<file path="config.mk">
export PLATFORM = sky130hd
export DESIGN_NAME = uart_tx_sched
export DESIGN_NICKNAME = d
export VERILOG_FILES = /design/src/rtl/uart_tx_sched_pkg.sv /design/src/rtl/uart_tx_sched_fifo.sv /design/src/rtl/uart_tx_sched.sv
export SDC_FILE = /design/constraint.sdc
export NUM_CORES = 1
export LEC_CHECK = 0
export BUFFER_PORTS_ARGS = -buffer_cell sky130_fd_sc_hd__buf_2
export CAP_MARGIN = 15
export CORE_MARGIN = 10
export CORE_UTILIZATION = 35
export CTS_CLUSTER_SIZE = 8
export DETAILED_ROUTE_END_ITERATION = 6
export HOLD_SLACK_MARGIN = 0.08
export PLACE_DENSITY = 0.57
export SYNTH_ARGS = -nofsm -noshare
export SYNTH_HDL_FRONTEND = slang
export SYNTH_SLANG_ARGS = --single-unit
</file>
<file path="constraint.sdc">
create_clock -name clk -period 6.7 [get_ports clk]
set_input_delay 0.335 -clock clk [delete_from_list [all_inputs] [get_ports clk]]
set_output_delay 0.335 -clock clk [all_outputs]
set_load 0.05 [all_outputs]
</file>
<file path="src/rtl/uart_tx_sched_pkg.sv">
// Shared constants and types for the uart_tx scheduler: bus addresses,
// sequencer state encoding and the tagged FIFO entry layout.
package uart_pkg;

  localparam logic [15:0] UART_ADDR_LOAD  = 16'h0111;
  localparam logic [15:0] UART_ADDR_START = 16'h0110;
  localparam logic [15:0] UART_ADDR_NOP   = 16'h0000;

  typedef enum logic [2:0] {
    IDLE  = 3'd0,
    LOAD  = 3'd1,
    START = 3'd2,
    WAIT  = 3'd3,
    ACK   = 3'd4,
    GAP   = 3'd5
  } seq_state_e;

  typedef struct packed {
    logic       id;
    logic [7:0] data;
  } fifo_entry_t;

  localparam int unsigned ENTRY_W = $bits(fifo_entry_t);

  function automatic logic [1:0] id_onehot(input logic id);
    return id ? 2'b10 : 2'b01;
  endfunction

endpackage

</file>
<file path="src/rtl/uart_tx_sched_fifo.sv">
// Small synchronous FIFO with exact occupancy count. Push while full and
// pop while empty are ignored; push and pop may coincide.
module sync_fifo #(
  parameter int unsigned WIDTH = 9,
  parameter int unsigned DEPTH = 4
) (
  input  logic                     clk,
  input  logic                     rst_n,
  input  logic                     push_i,
  input  logic [WIDTH-1:0]         wdata_i,
  input  logic                     pop_i,
  output logic [WIDTH-1:0]         rdata_o,
  output logic                     full_o,
  output logic                     empty_o,
  output logic [$clog2(DEPTH):0]   count_o
);

  localparam int unsigned PTR_W = $clog2(DEPTH);
  localparam int unsigned CNT_W = PTR_W + 1;
  localparam logic [CNT_W-1:0] FULL_CNT = CNT_W'(DEPTH);

  logic [WIDTH-1:0] mem_q [DEPTH];
  logic [PTR_W-1:0] wr_ptr_q, wr_ptr_d;
  logic [PTR_W-1:0] rd_ptr_q, rd_ptr_d;
  logic [CNT_W-1:0] count_q, count_d;
  logic             push_ok, pop_ok;

  assign full_o  = (count_q == FULL_CNT);
  assign empty_o = (count_q == '0);
  assign push_ok = push_i && !full_o;
  assign pop_ok  = pop_i && !empty_o;
  assign rdata_o = mem_q[rd_ptr_q];
  assign count_o = count_q;

  // Pointers wrap naturally because DEPTH is a power of two.
  always_comb begin
    wr_ptr_d = wr_ptr_q;
    rd_ptr_d = rd_ptr_q;
    count_d  = count_q;
    if (push_ok) wr_ptr_d = wr_ptr_q + PTR_W'(1);
    if (pop_ok)  rd_ptr_d = rd_ptr_q + PTR_W'(1);
    unique case ({push_ok, pop_ok})
      2'b10:   count_d = count_q + CNT_W'(1);
      2'b01:   count_d = count_q - CNT_W'(1);
      default: count_d = count_q;
    endcase
  end

  always_ff @(posedge clk or negedge rst_n) begin
    if (!rst_n) begin
      wr_ptr_q <= '0;
      rd_ptr_q <= '0;
      count_q  <= '0;
    end else begin
      wr_ptr_q <= wr_ptr_d;
      rd_ptr_q <= rd_ptr_d;
      count_q  <= count_d;
    end
  end

  always_ff @(posedge clk) begin
    if (push_ok) mem_q[wr_ptr_q] <= wdata_i;
  end

endmodule

</file>
<file path="src/rtl/uart_tx_sched.sv">
// Two-requester round-robin scheduler feeding the shared uart_tx block:
// arbitrated bytes are queued with their requester tag, then sequenced out.
module uart_tx_sched
  import uart_pkg::*;
#(
  parameter int unsigned DEPTH      = 4,
  parameter logic [15:0] ADDR_LOAD  = UART_ADDR_LOAD,
  parameter logic [15:0] ADDR_START = UART_ADDR_START,
  parameter logic [15:0] ADDR_NOP   = UART_ADDR_NOP
) (
  input  logic                   clk,
  input  logic                   rst_n,
  input  logic [1:0]             req_valid,
  input  logic [7:0]             req_data0,
  input  logic [7:0]             req_data1,
  output logic [1:0]             req_ready,
  output logic [1:0]             done,
  output logic                   busy,
  output logic [$clog2(DEPTH):0] fifo_count,
  output logic [15:0]            tx_addr,
  output logic [7:0]             tx_data,
  output logic                   tx_ack,
  input  logic                   tx_irq
);

  logic        rr_q, rr_d;
  logic [1:0]  grant;
  logic        push, pop;
  logic        fifo_full, fifo_empty;
  fifo_entry_t push_entry, head_entry;

  seq_state_e  state_q;
  logic        cur_id_q;
  logic [7:0]  cur_byte_q;
  logic [15:0] tx_addr_q;
  logic [7:0]  tx_data_q;
  logic        tx_ack_q;
  logic [1:0]  done_q;

  // Grant is combinational on the current count; rr only breaks ties.
  always_comb begin
    grant = 2'b00;
    if (!fifo_full) begin
      unique case (req_valid)
        2'b01:   grant = 2'b01;
        2'b10:   grant = 2'b10;
        2'b11:   grant = rr_q ? 2'b10 : 2'b01;
        default: grant = 2'b00;
      endcase
    end
  end

  always_comb begin
    push_entry.id   = grant[1];
    push_entry.data = grant[1] ? req_data1 : req_data0;
  end

  assign push      = |grant;
  assign req_ready = grant;
  assign rr_d      = push ? grant[0] : rr_q;

  always_ff @(posedge clk or negedge rst_n) begin
    if (!rst_n) rr_q <= 1'b0;
    else        rr_q <= rr_d;
  end

  sync_fifo #(
    .WIDTH (ENTRY_W),
    .DEPTH (DEPTH)
  ) u_fifo (
    .clk     (clk),
    .rst_n   (rst_n),
    .push_i  (push),
    .wdata_i (push_entry),
    .pop_i   (pop),
    .rdata_o (head_entry),
    .full_o  (fifo_full),
    .empty_o (fifo_empty),
    .count_o (fifo_count)
  );

  assign pop = (state_q == IDLE) && !fifo_empty;

  always_ff @(posedge clk or negedge rst_n) begin
    if (!rst_n) begin
      state_q    <= IDLE;
      cur_id_q   <= 1'b0;
      cur_byte_q <= 8'h00;
      tx_addr_q  <= ADDR_NOP;
      tx_data_q  <= 8'h00;
      tx_ack_q   <= 1'b0;
      done_q     <= 2'b00;
    end else begin
      done_q <= 2'b00;
      unique case (state_q)
        IDLE: begin
          if (!fifo_empty) begin
            cur_id_q   <= head_entry.id;
            cur_byte_q <= head_entry.data;
            tx_addr_q  <= ADDR_LOAD;
            tx_data_q  <= head_entry.data;
            state_q    <= LOAD;
          end
        end
        LOAD: begin
          tx_addr_q <= ADDR_START;
          tx_data_q <= cur_byte_q;
          state_q   <= START;
        end
        START: begin
          tx_addr_q <= ADDR_NOP;
          state_q   <= WAIT;
        end
        // irq is only honoured here; it is ignored in every other state.
        WAIT: begin
          if (tx_irq) begin
            tx_ack_q <= 1'b1;
            done_q   <= id_onehot(cur_id_q);
            state_q  <= ACK;
          end
        end
        ACK: begin
          tx_ack_q <= 1'b0;
          state_q  <= GAP;
        end
        // One idle beat so uart_tx leaves DONE before the next LOAD.
        GAP: state_q <= IDLE;
        default: begin
          tx_addr_q <= ADDR_NOP;
          tx_ack_q  <= 1'b0;
          state_q   <= IDLE;
        end
      endcase
    end
  end

  assign tx_addr = tx_addr_q;
  assign tx_data = tx_data_q;
  assign tx_ack  = tx_ack_q;
  assign done    = done_q;
  assign busy    = !fifo_empty || (state_q != IDLE);

endmodule
</file>
== Yosys cells after proc, flatten, opt, wreduce, memory -nomap -nowiden ==
Memories as Yosys holds them, arrays and structs flattened.
Index checks and enable logic that the tools add are counted.

* Flip-flop bits (word level): 47
* Bits in writable memories: 36
* Logic and storage cells: 70
* Memories kept: 1

{| class="wikitable"
|+ Memory list
! memory !! words !! width !! read ports !! clocked after Yosys merged registers in !! wr ports !! RTL line !! text
|-
| u_fifo.mem_q || 4 || 9 || 1 || 0 || 1 || uart_tx_sched_fifo.sv:22 || <nowiki>logic [WIDTH-1:0] mem_q [DEPTH];</nowiki>
|}

* $add $sub $neg: 4
* Equal/unequal tests: 13
* Multiplexer cells: 19
* Bitwise operators: 3
* Reductions and logical operators: 19

{| class="wikitable"
|+ Operators with widths
! kind !! number
|-
| $pmux 16 s3 || 1
|-
| $mux 16 || 1
|-
| $mux 8 || 2
|-
| $pmux 8 s2 || 1
|-
| $pmux 3 s5 || 1
|-
| $mux 2 || 5
|-
| $reduce_and 2->1 || 5
|-
| $eq 3x3->1 const B || 3
|-
| $eq 2x2->1 const B || 3
|-
| $eq 3x2->1 const B || 2
|-
| $logic_not 3->1 || 2
|-
| $mux 3 || 2
|-
| $pmux 2 s3 || 1
|-
| $pmux 3 s2 || 1
|-
| $add 2x1->2 const B || 2
|-
| $eq 2x1->1 const B || 2
|-
| $ne 2x2->1 const B || 2
|-
| $reduce_bool 2->1 || 2
|-
| $reduce_or 4->1 || 1
|-
| $add 3x1->3 const B || 1
|-
| $eq 3x1->1 const B || 1
|-
| $logic_and 1x1->1 || 3
|-
| $mux 1 || 3
|-
| $not 1->1 || 3
|-
| 7 further kinds || 8
|}

== Depth between registers and ports, before layout ==
Gate-level depths: netlist (run 1).

* Depth after elaboration: 7
* Mapped depth: 11
* Mapped depth without buffers: 9

== Hierarchy ==
Synthesis (run 1) repeated with hierarchy kept, for this count alone.

* Cells, all modules: 204
* Area total of the unflattened synthesis: 3141.8 sq um

{| class="wikitable"
|+ By module, submodules not included
! module !! times used !! cells an instance !! area each (sq um) !! sequential area each (sq um)
|-
| sync_fifo || 1 || 84 || 1739.2 || 1256.2
|-
| uart_tx_sched || 1 || 120 || 1402.6 || 650.6
|}

== Least setup slack after synthesis (run 1) ==
Ideal clock, no wire load.

* Path type: register to register
* From: reg u_fifo.count_q[2], in the netlist u_fifo.count_o[2]
* To: reg u_fifo.count_q[2], in the netlist u_fifo.count_o[2]
* Arrival: 2369 ps
* Required time: 6618 ps
* Path slack: 4249 ps
* Stages on the path, launching flop included: 11
* Clock period less this slack: 2451 ps
* Cell sequence: dfrtp_1 > or3b_1 > clkbuf_1 > o21a_1 > inv_1 > ha_1 > inv_1 > fa_1 > xor2_1 > nor2_1 > xor2_1

* Cells in the longest elaborated chain, start to end: 6
* Elaborated cells between the ends (all ways): 15
* Classes of those cells: add/sub (2); eq/ne (3); mux (2); reduce/logical (8)

{| class="wikitable"
|+ Ends and longest elaborated chain
! item !! RTL line !! text
|-
| start: declaration || uart_tx_sched_fifo.sv:25 || <nowiki>logic [CNT_W-1:0] count_q, count_d;</nowiki>
|-
| start signal: assignment || uart_tx_sched_fifo.sv:57 || <nowiki>count_q <= count_d;</nowiki>
|-
| $eq 3x3->1 or $logic_not 3->1 (tied branches) || uart_tx_sched_fifo.sv:28, uart_tx_sched_fifo.sv:29 ||
|-
| $mux 2 or $logic_not 1->1 (tied branches) || uart_tx_sched.sv:43, uart_tx_sched_fifo.sv:31, uart_tx_sched.sv:82 ||
|-
| $reduce_or 2->1 or $logic_and 1x1->1 (tied branches) || uart_tx_sched.sv:58, uart_tx_sched.sv:82 ||
|-
| $logic_and 1x1->1, on equally long branches || uart_tx_sched_fifo.sv:30, uart_tx_sched_fifo.sv:31 ||
|-
| $eq 2x1->1 or $eq 2x2->1 (tied branches) || uart_tx_sched_fifo.sv:42 || <nowiki>unique case ({push_ok, pop_ok})</nowiki>
|-
| $pmux 3 s2 or $reduce_bool 2->1 (tied branches) || n/a ||
|}

Several ways; a longest one is shown, not always the timed one.
A chain may end at the register's enable or synchronous reset.

== Final worst setup path (run 1) ==
* From: reg state_q[1]
* To: reg u_fifo.count_q[2], in the netlist u_fifo.count_o[2]

* Cells in the longest elaborated chain, start to end: 5
* Elaborated cells between the ends (all ways): 7
* Classes of those cells: eq/ne (2); mux (1); reduce/logical (4)

{| class="wikitable"
|+ Ends and longest elaborated chain
! item !! RTL line !! text
|-
| start: declaration || uart_tx_sched.sv:32 || <nowiki>seq_state_e state_q;</nowiki>
|-
| start signal: assignment || uart_tx_sched.sv:86 || <nowiki>state_q <= IDLE;</nowiki>
|-
| start signal: assignment || uart_tx_sched.sv:102 || <nowiki>state_q <= LOAD;</nowiki>
|-
| start signal: assignment || uart_tx_sched.sv:108 || <nowiki>state_q <= START;</nowiki>
|-
| $logic_not 3->1 (*) || uart_tx_sched.sv:82 || <nowiki>assign pop = (state_q == IDLE) && !fifo_empty;</nowiki>
|-
| $logic_and 1x1->1 (*) || uart_tx_sched.sv:82 ||
|-
| via pop || uart_tx_sched.sv:28 || <nowiki>logic push, pop;</nowiki>
|-
| $logic_and 1x1->1 (*) || uart_tx_sched_fifo.sv:31 || <nowiki>assign pop_ok = pop_i && !empty_o;</nowiki>
|-
| $eq 2x1->1 or $eq 2x2->1 (tied branches) || uart_tx_sched_fifo.sv:42 ||
|-
| $pmux 3 s2 or $reduce_bool 2->1 (tied branches) || n/a ||
|}

The timed path passes the listed nets; every way through them passes the cells marked *.

==> reports/summary.txt, run 1 <==
Outcome -> completed
Endpoint arrival time on the critical path -> 3.28 ns
Fraction of the yosys area taken by sequential cells -> 62.9%
Setup TNS Final -> 0 ns
Fin nets -> 269
Warnings from Yosys -> 0
GP Congestion -> 0.681
Startpoint of the lowest-slack hold path -> req_valid[1]
Unrepaired setup endpoints after global routing -> no
Post-synth EDFFs -> 36
Number of nets still failing antenna checks after routing -> 0
Maximum number of pins on one net before global-route repair -> 34
Proportion of layout cells with a drive suffix above 1 -> 31.2%
Total I/O pin count -> 54
Int Power -> 0.00104 W
Least-Margin Pin Slew -> 0.921 ns
Upper clock frequency limit -> 331 MHz
Share of synthesized registers carrying an async set or reset -> 47.8%
Max transition margin -> 38.1%
Final wirelength -> 5620 um
Source of the worst register-to-register timing path -> state_q[1]
Combinational Power Share -> 40.7%
Flop and latch count out of synthesis -> 69
Number of clock sinks seen by CTS -> 69
Final Setup Violations -> 0
Detailed-route vias per instance -> 4.71
Slack of the critical path -> 3.68 ns
Stage delay of the slowest cell on the critical path -> 0.76 ns
Total gr overflow -> 0
Worst-path clk slew -> 0.07 ns
Final antenna diode count -> 0
Clk_lat worst skew -> 0.34 ns
Area of the die -> 12800 sq um
Count of final max-slew check failures -> 0
CP endpoint kind -> register
Worst Setup Path Type -> reg2reg
Launch point of the critical path -> state_q[1]
Critical path data required time -> 6.96 ns
Site row count -> 33
Post-synthesis cell count -> 203
Area growth, synth to finish -> 12.7%
Sequential cell area -> 1910 sq um
Die Y -> 113 um
Ratio of final minimum period to clock period -> 45.1%
Area used by multi-input combinational logic -> 972 sq um
Most instantiated flip-flop cell in the synthesis netlist -> sky130_fd_sc_hd__edfxtp_1
Initial DRC count -> 99
Synthesized cell area -> 3030 sq um
Number of hold violations in the final report -> 0
Number of H-tree branching levels -> 3
Portion of total power attributed to the clock network -> 16.1%
Register-to-register path setup slack -> 3.68 ns
Routed vias -> 1658
Number of buffers and inverters on the critical path -> 2
Aggregate global-route resource usage -> 9.21%
Net switching component of the power -> 0.000704 W
Switching share of total power -> 40.3%
Max-cap violations -> 0
DP Worst Slack -> 3.71 ns
Cts bufs inserted -> 9
Critical path's slowest cell -> sky130_fd_sc_hd__nor3_1
Number of global-route vias before repair -> 1830
Standard cell core area -> 8340 sq um
Fill cell total of the finished layout -> 788
Wire per inst -> 16.0 um
Cell chain of the critical path -> nor3_1, nand2_1, inv_1, ha_1, inv_1, fa_1, xor2_1, nor2_1, xor2_1
TritonCTS clock tree -> done
Setup crit start kind -> register
Cell family with the largest share of critical-path delay -> simple AND/OR/NAND/NOR gates
Cell area power density -> 511 nW/um^2
Root Buffer -> sky130_fd_sc_hd__clkbuf_8
Maximum buffer depth of the clock tree -> 2
Detailed placer's ending HPWL -> 4030 um
Design Power -> 0.00175 W
Final critical delay including setup and external delays -> 3.02 ns
Number of port buffers -> 40
# DRC -> 0
Worst IR Drop VDD -> 0.181 mV
Largest driver fanout on the critical path -> 15
Worst min-delay path class -> in2reg
Post-Synthesis Mean Instance Area -> 14.9 sq um
Count of distinct cell types in the synthesized netlist -> 44
Length of the first detailed-routing pass in iterations -> 4
Initial standard-cell utilization of the core -> 36.4%
Sequential fraction of design power -> 43.2%
First-pass GRT wire length -> 9330 um
Worst-case clock skew -> 0.0136 ns
Die W -> 113 um
Lkg Pwr -> 1.49 nW
Antenna violations before repair -> 0
## area by class of cell
| type | count | area share [%] |
|---|---|---|
| clock buffer | 11 | 3.84 |
| clock inverter | 5 | 0.842 |
| inverter | 10 | 1.10 |
| multi-input combinational | 111 | 28.4 |
| sequential | 69 | 55.8 |
| tap | 105 | 3.84 |
| timing repair buffer | 41 | 6.15 |
## power groups by stage
| stage | registers, W | clock network [W] | logic [W] |
|---|---|---|---|
| after floorplan | 0.000846 | 0 | 0.000488 |
| after global placement | 0.000761 | 0 | 0.000716 |
| after detailed placement | 0.000767 | 0 | 0.000724 |
| after CTS | 0.000759 | 0.000290 | 0.000726 |
| after global routing | 0.000780 | 0.000310 | 0.000777 |
| final | 0.000755 | 0.000281 | 0.000711 |
## per-layer routing
layer | up-vias | GRT usage (%) | routed length [um] | share of wire, %
met4 | 0 | 4.06 | 73 | 1.3
met2 | 50 | 13.0 | 2440 | 43
li1 | 799 | - | - | -
met5 | - | 0 | 0 | 0
met1 | 798 | 11.7 | 2630 | 47
met3 | 11 | 4.38 | 474 | 8.4
## layout by cell type, fill, tap and decap left out, types with 2 or more instances in the layout
cell type | Yosys | final
sky130_fd_sc_hd__buf_2 | 3 | 40
sky130_fd_sc_hd__edfxtp_1 | 36 | 36
sky130_fd_sc_hd__dfrtp_1 | 33 | 33
sky130_fd_sc_hd__conb_1 | 1 | 13
sky130_fd_sc_hd__inv_1 | 10 | 10
sky130_fd_sc_hd__and3_1 | 9 | 9
sky130_fd_sc_hd__mux2_2 | 9 | 9
sky130_fd_sc_hd__clkbuf_8 | 0 | 9
sky130_fd_sc_hd__a221o_1 | 8 | 8
sky130_fd_sc_hd__mux4_2 | 7 | 7
sky130_fd_sc_hd__a21o_2 | 6 | 6
sky130_fd_sc_hd__and2_1 | 5 | 5
sky130_fd_sc_hd__ha_1 | 5 | 5
sky130_fd_sc_hd__nor2_1 | 4 | 4
sky130_fd_sc_hd__xnor2_1 | 4 | 4
sky130_fd_sc_hd__nor2b_1 | 3 | 3
sky130_fd_sc_hd__nor3_1 | 3 | 3
sky130_fd_sc_hd__nand2_1 | 3 | 3
sky130_fd_sc_hd__a21oi_1 | 3 | 3
sky130_fd_sc_hd__nand2b_1 | 3 | 3
sky130_fd_sc_hd__a21o_1 | 3 | 3
sky130_fd_sc_hd__mux4_1 | 2 | 2
sky130_fd_sc_hd__xor2_1 | 2 | 2
sky130_fd_sc_hd__nand3_1 | 2 | 2
sky130_fd_sc_hd__clkbuf_1 | 5 | 2
sky130_fd_sc_hd__clkinvlp_4 | 0 | 2
sky130_fd_sc_hd__clkinv_2 | 0 | 2
## Yosys cell counts (4+ instances only)
library cell,count,area share (%)
sky130_fd_sc_hd__edfxtp_1,36,36
sky130_fd_sc_hd__dfrtp_1,33,27
sky130_fd_sc_hd__buf_4,15,3.7
sky130_fd_sc_hd__inv_1,10,1.2
sky130_fd_sc_hd__and3_1,9,1.9
sky130_fd_sc_hd__mux2_2,9,3.3
sky130_fd_sc_hd__a221o_1,8,2.6
sky130_fd_sc_hd__mux4_2,7,5.2
sky130_fd_sc_hd__a21o_2,6,1.7
sky130_fd_sc_hd__and2_1,5,1.0
sky130_fd_sc_hd__clkbuf_1,5,0.62
sky130_fd_sc_hd__ha_1,5,2.1
sky130_fd_sc_hd__nor2_1,4,0.49
sky130_fd_sc_hd__xnor2_1,4,1.2
## flip-flops by register name, summed over array words and instances, names as in the netlist
register,cells
cur_byte_q,8
u_fifo.wr_ptr_q,2
tx_ack,1
u_fifo.count_o,3
u_fifo.rd_ptr_q,2
tx_data,8
done,2
rr_q,1
tx_addr,2
state_q,3
u_fifo.mem_q,36
cur_id_q,1
## what timing repair did
action | in CTS | in global routing
hold buffers | 1 | 0
setup endpoints to repair | 0 | 0
endpoints found under the hold margin | 3 | 0
resized for setup | 0 | 0
buffers inserted | 0 | 0
## cells by family after synthesis
kind of cell	after synthesis	share of synthesized area, %
other cells	1	0.124
buf+inv	35	6.56
simple gates	37	7.26
fa+ha+maj	6	2.72
flops	69	62.9
xor+xnor	6	1.73
compound gates	29	7.76
mux	20	11.0
## worst paths after layout
path,end,cells after the start
max in group asynchronous,u_fifo.wr_ptr_q[0],2
worst min-delay path,rr_q,2
min in group asynchronous,cur_byte_q[4],2
worst max register to register,u_fifo.count_o[2],9
worst min register to register,done[0],1
worst max-delay path,u_fifo.count_o[2],9
## metrics by stage
step | util, % | std cells | instance area (sq um) | hold WS, ns
floorplan | - | 215 | 3080 | 0.0394
global placement | 38.9 | 335 | 3250 | 0.442
detailed placement | 38.9 | 335 | 3250 | 0.452
CTS | 41.0 | 352 | 3420 | 0.218
global route | 41.0 | 352 | 3420 | 0.225
finish | 41.0 | 352 | 3420 | 0.235
Note: power is estimated with default switching activity, not from simulation.
==> run 2, diff against run 1 <==
--- a/config.mk
+++ b/config.mk
@@ -5,6 +5,7 @@
 export SDC_FILE = /design/constraint.sdc
 export NUM_CORES = 1
 export LEC_CHECK = 0
+export ABC_AREA = 1
 export BUFFER_PORTS_ARGS = -buffer_cell sky130_fd_sc_hd__buf_2
 export CAP_MARGIN = 15
 export CORE_MARGIN = 10
@@ -12,7 +13,7 @@
 export CTS_CLUSTER_SIZE = 8
 export DETAILED_ROUTE_END_ITERATION = 6
 export HOLD_SLACK_MARGIN = 0.08
-export PLACE_DENSITY = 0.57
+export PLACE_DENSITY = 0.59
 export SYNTH_ARGS = -nofsm -noshare
 export SYNTH_HDL_FRONTEND = slang
 export SYNTH_SLANG_ARGS = --single-unit
==> constraint.sdc (replaced) <==
create_clock -name clk -period 2.7 [get_ports clk]
set_input_delay 0.135 -clock clk [delete_from_list [all_inputs] [get_ports clk]]
set_output_delay 0.135 -clock clk [all_outputs]
set_load 0.05 [all_outputs]
==> reports/summary.txt, run 2 <==
Endpoint arrival time on the critical path -> 2.33 ns (-0.95 ns)
TritonCTS clock tree -> done
CP endpoint kind -> register
GP Congestion -> 0.705 (+3.5%)
Fill cell total of the finished layout -> 918 (+16%)
Routed vias -> 2204 (+33%)
Outcome -> completed
Aggregate global-route resource usage -> 9.74% (+0.54 points)
Leading cell types in the layout, fill and taps excluded -> sky130_fd_sc_hd__nand2_1, sky130_fd_sc_hd__inv_1, sky130_fd_sc_hd__buf_2
Max-cap violations -> 0 (unchanged)
Maximum buffer depth of the clock tree -> 2 (unchanged)
Area of the die -> 13700 sq um (+6.9%)
Worst Hold Slack -> 0.0979 ns (-0.137 ns)
Post-CTS sizing -> 0 (unchanged)
Least-Margin Pin Slew -> 0.751 ns (-0.170 ns)
Initial standard-cell utilization of the core -> 35.7% (-0.62 points)
First-pass GRT wire length -> 10500 um (+13%)
Die Y -> 117 um (+3.4%)
Area growth, synth to finish -> 14.4%
Most numerous cell in the Yosys netlist -> sky130_fd_sc_hd__nand2_1
Worst min-delay path class -> in2reg
Number of clock sinks seen by CTS -> 69 (unchanged)
Worst Reg2Reg Path Length in Cells -> 9 (unchanged)
Synthesized cell area -> 3290 sq um (+8.4%)
Fin nets -> 422 (+57%)
Proportion of layout cells with a drive suffix above 1 -> 22.1% (-9.1 points)
Number of nets still failing antenna checks after routing -> 0 (unchanged)
Final antenna diode count -> 0 (unchanged)
Post-synthesis cell count -> 348 (+71%)
Number of port buffers -> 40 (unchanged)
Source of the worst register-to-register timing path -> u_fifo.count_o[1]
Count of placed standard cells in the final layout, fillers left out -> 510 (+45%)
Total I/O pin count -> 54 (unchanged)
Cell chain of the critical path -> inv_1, nand3_2, o21ai_2, ha_1, inv_1, fa_1, or2_2, nand2_1, xor2_1
Critical path's slowest cell -> sky130_fd_sc_hd__dfrtp_1
Detailed placer's ending HPWL -> 4630 um (+15%)
Final wirelength -> 6520 um (+16%)
Setup TNS Final -> 0 ns (unchanged)
Design Power -> 0.00500 W (+190%)
Most common cell type on the critical path -> sky130_fd_sc_hd__inv_1
Cts bufs inserted -> 9 (unchanged)
Initial DRC count -> 103 (+4.0%)
Top reg by flops -> u_fifo.mem_q
Synth top area share -> 32.9% (-2.8 points)
Most instantiated cells after synthesis -> sky130_fd_sc_hd__nand2_1, sky130_fd_sc_hd__inv_1, sky130_fd_sc_hd__edfxtp_1, sky130_fd_sc_hd__nand3_1, sky130_fd_sc_hd__dfrtp_1
Cell area power density -> 1330 nW/um^2 (+160%)
Number of hold violations in the final report -> 0 (unchanged)
Unrepaired setup endpoints after global routing -> no
Most common cell after layout, fill and taps aside -> sky130_fd_sc_hd__nand2_1
Most instantiated flip-flop cell in the synthesis netlist -> sky130_fd_sc_hd__edfxtp_1
Site row count -> 35 (+6.1%)
Root Buffer -> sky130_fd_sc_hd__clkbuf_8
Worst-path clk slew -> 0.07 ns (about the same)
Timing endpoint of the critical path -> u_fifo.count_o[2]
Startpoint of the lowest-slack hold path -> tx_irq
Critical register-to-register path endpoint -> u_fifo.count_o[2]
Register-to-register path setup slack -> 0.63 ns (-3.05 ns)
Total gr overflow -> 0 (unchanged)
Standard cell core area -> 9200 sq um (+10%)
Count of distinct cell types in the synthesized netlist -> 29 (-34%)
Fraction of the yosys area taken by sequential cells -> 58.0% (-4.9 points)
Clk_lat worst skew -> 0.34 ns (about the same)
Flip-flop count of the largest register after layout -> 36 (unchanged)
Number of H-tree branching levels -> 3 (unchanged)
Lkg Pwr -> 1.90 nW (+28%)
Placed Cells incl. Taps -> 494 (+47%)
Maximum number of pins on one net before global-route repair -> 34 (unchanged)
Stage delay of the slowest cell on the critical path -> 0.40 ns (-0.36 ns)
Setup crit start kind -> register
Die W -> 117 um (+3.4%)
Worst IR Drop VDD -> 0.378 mV (+110%)
Share of synthesized registers carrying an async set or reset -> 47.8% (unchanged)
Critical path data required time -> 2.96 ns (-4.00 ns)
Largest driver fanout on the critical path -> 8 (-7)
Launch point of the critical path -> u_fifo.count_o[1]
Count of final max-slew check failures -> 0 (unchanged)
Wire per inst -> 12.8 um (-20%)
Antenna violations before repair -> 0 (unchanged)
Max transition margin -> 49.9% (+12 points)
Ratio of final minimum period to clock period -> 76.6% (+32 points)
Worst-case clock skew -> 0.00826 ns (-0.00538 ns)
Length of the first detailed-routing pass in iterations -> 4 (unchanged)
Top cells by area, synth -> sky130_fd_sc_hd__edfxtp_1, sky130_fd_sc_hd__dfrtp_1, sky130_fd_sc_hd__nand2_1
Warnings from Yosys -> 0 (unchanged)
Post-Synthesis Mean Instance Area -> 9.45 sq um (-37%)
Top cell type by total area after synthesis -> sky130_fd_sc_hd__edfxtp_1
Final Setup Violations -> 0 (unchanged)
# DRC -> 0 (unchanged)
Post-synth EDFFs -> 36 (unchanged)
Flop and latch count out of synthesis -> 69 (unchanged)
Worst Setup Path Type -> reg2reg
Number of global-route vias before repair -> 2243 (+23%)
Upper clock frequency limit -> 483 MHz (+46%)
Final critical delay including setup and external delays -> 2.07 ns (-0.950 ns)
Detailed-route vias per instance -> 4.32 (-8.3%)
-- run 2: area by class of cell --
| type | count | area, sq um | share of cell area (%) |
|---|---|---|---|
| Clock buffer | 9 | 124 | 3.30 |
| Sequential cell | 69 | 1910 | 50.7 |
| Inverter | 56 | 210 | 5.59 |
| Timing Repair Buffer | 47 | 255 | 6.79 |
| Multi-Input combinational cell | 212 | 1030 | 27.5 |
| Tap cell | 111 | 139 | 3.70 |
| Clock inverter | 6 | 88.8 | 2.36 |
-- run 2: routing by layer --
metal	track usage [%]	vias to the layer above	part of all wire [%]
li1	-	1143	-
met1	12.1	989	47
met2	15.9	62	45
met3	2.55	10	7.4
met4	3.71	0	1.3
met5	0	-	0
-- run 2: cells by family after synthesis --
family / synth area share, %
and+or+nand+nor: 23.8
buffers and inverters: 11.9
DFF: 58.0
AOI/OAI and AO/OA: 2.36
adders and majority gates: 2.51
xor gates and xnor gates: 1.29
other: 0.114
-- run 2: how the worst min path moves through the flow --
stage,end,slack (ns),cells past startpoint
detailed placement,tx_data[1],0.25,1
CTS,state_q[2],0.09,3
global placement,tx_data[7],0.24,1
global route,state_q[2],0.15,3
floorplan,cur_byte_q[0],-0.16,0
finish,state_q[2],0.1,3
-- run 2: timing repair --
action / in CTS / in global routing
buffers inserted: 0 / 0
hold buffers: 1 / 0
endpoints found under the hold margin: 33 / 0
endpoints found under the setup margin: 0 / 0
-- run 2: power breakdown --
part           leakage (nW)  internal, W  switching, W
registers             0.739      0.00160      0.000212
clock network         0.101     0.000514      0.000382
logic                  1.06     0.000641       0.00165
-- run 2: worst max-delay path: cells and delay by family (launching register included) --
family | cells | cell delay, ns
AOI/OAI and AO/OA | 1 | 0.17
xor gates and xnor gates | 1 | 0.14
adders and majority gates | 2 | 0.58
buffers and inverters | 2 | 0.20
DFF | 1 | 0.40
and+or+nand+nor | 3 | 0.51
-- run 2: stage by stage --
step / utilization (%) / worst slack [ns] / cell area (sq um)
after global routing: 40.9 / 0.482 / 3760
final: 40.9 / 0.631 / 3760
after detailed placement: 38.4 / 0.648 / 3540
after global placement: 38.4 / 0.697 / 3540
after floorplan: - / 0.338 / 3330
after CTS: 40.9 / 0.630 / 3760
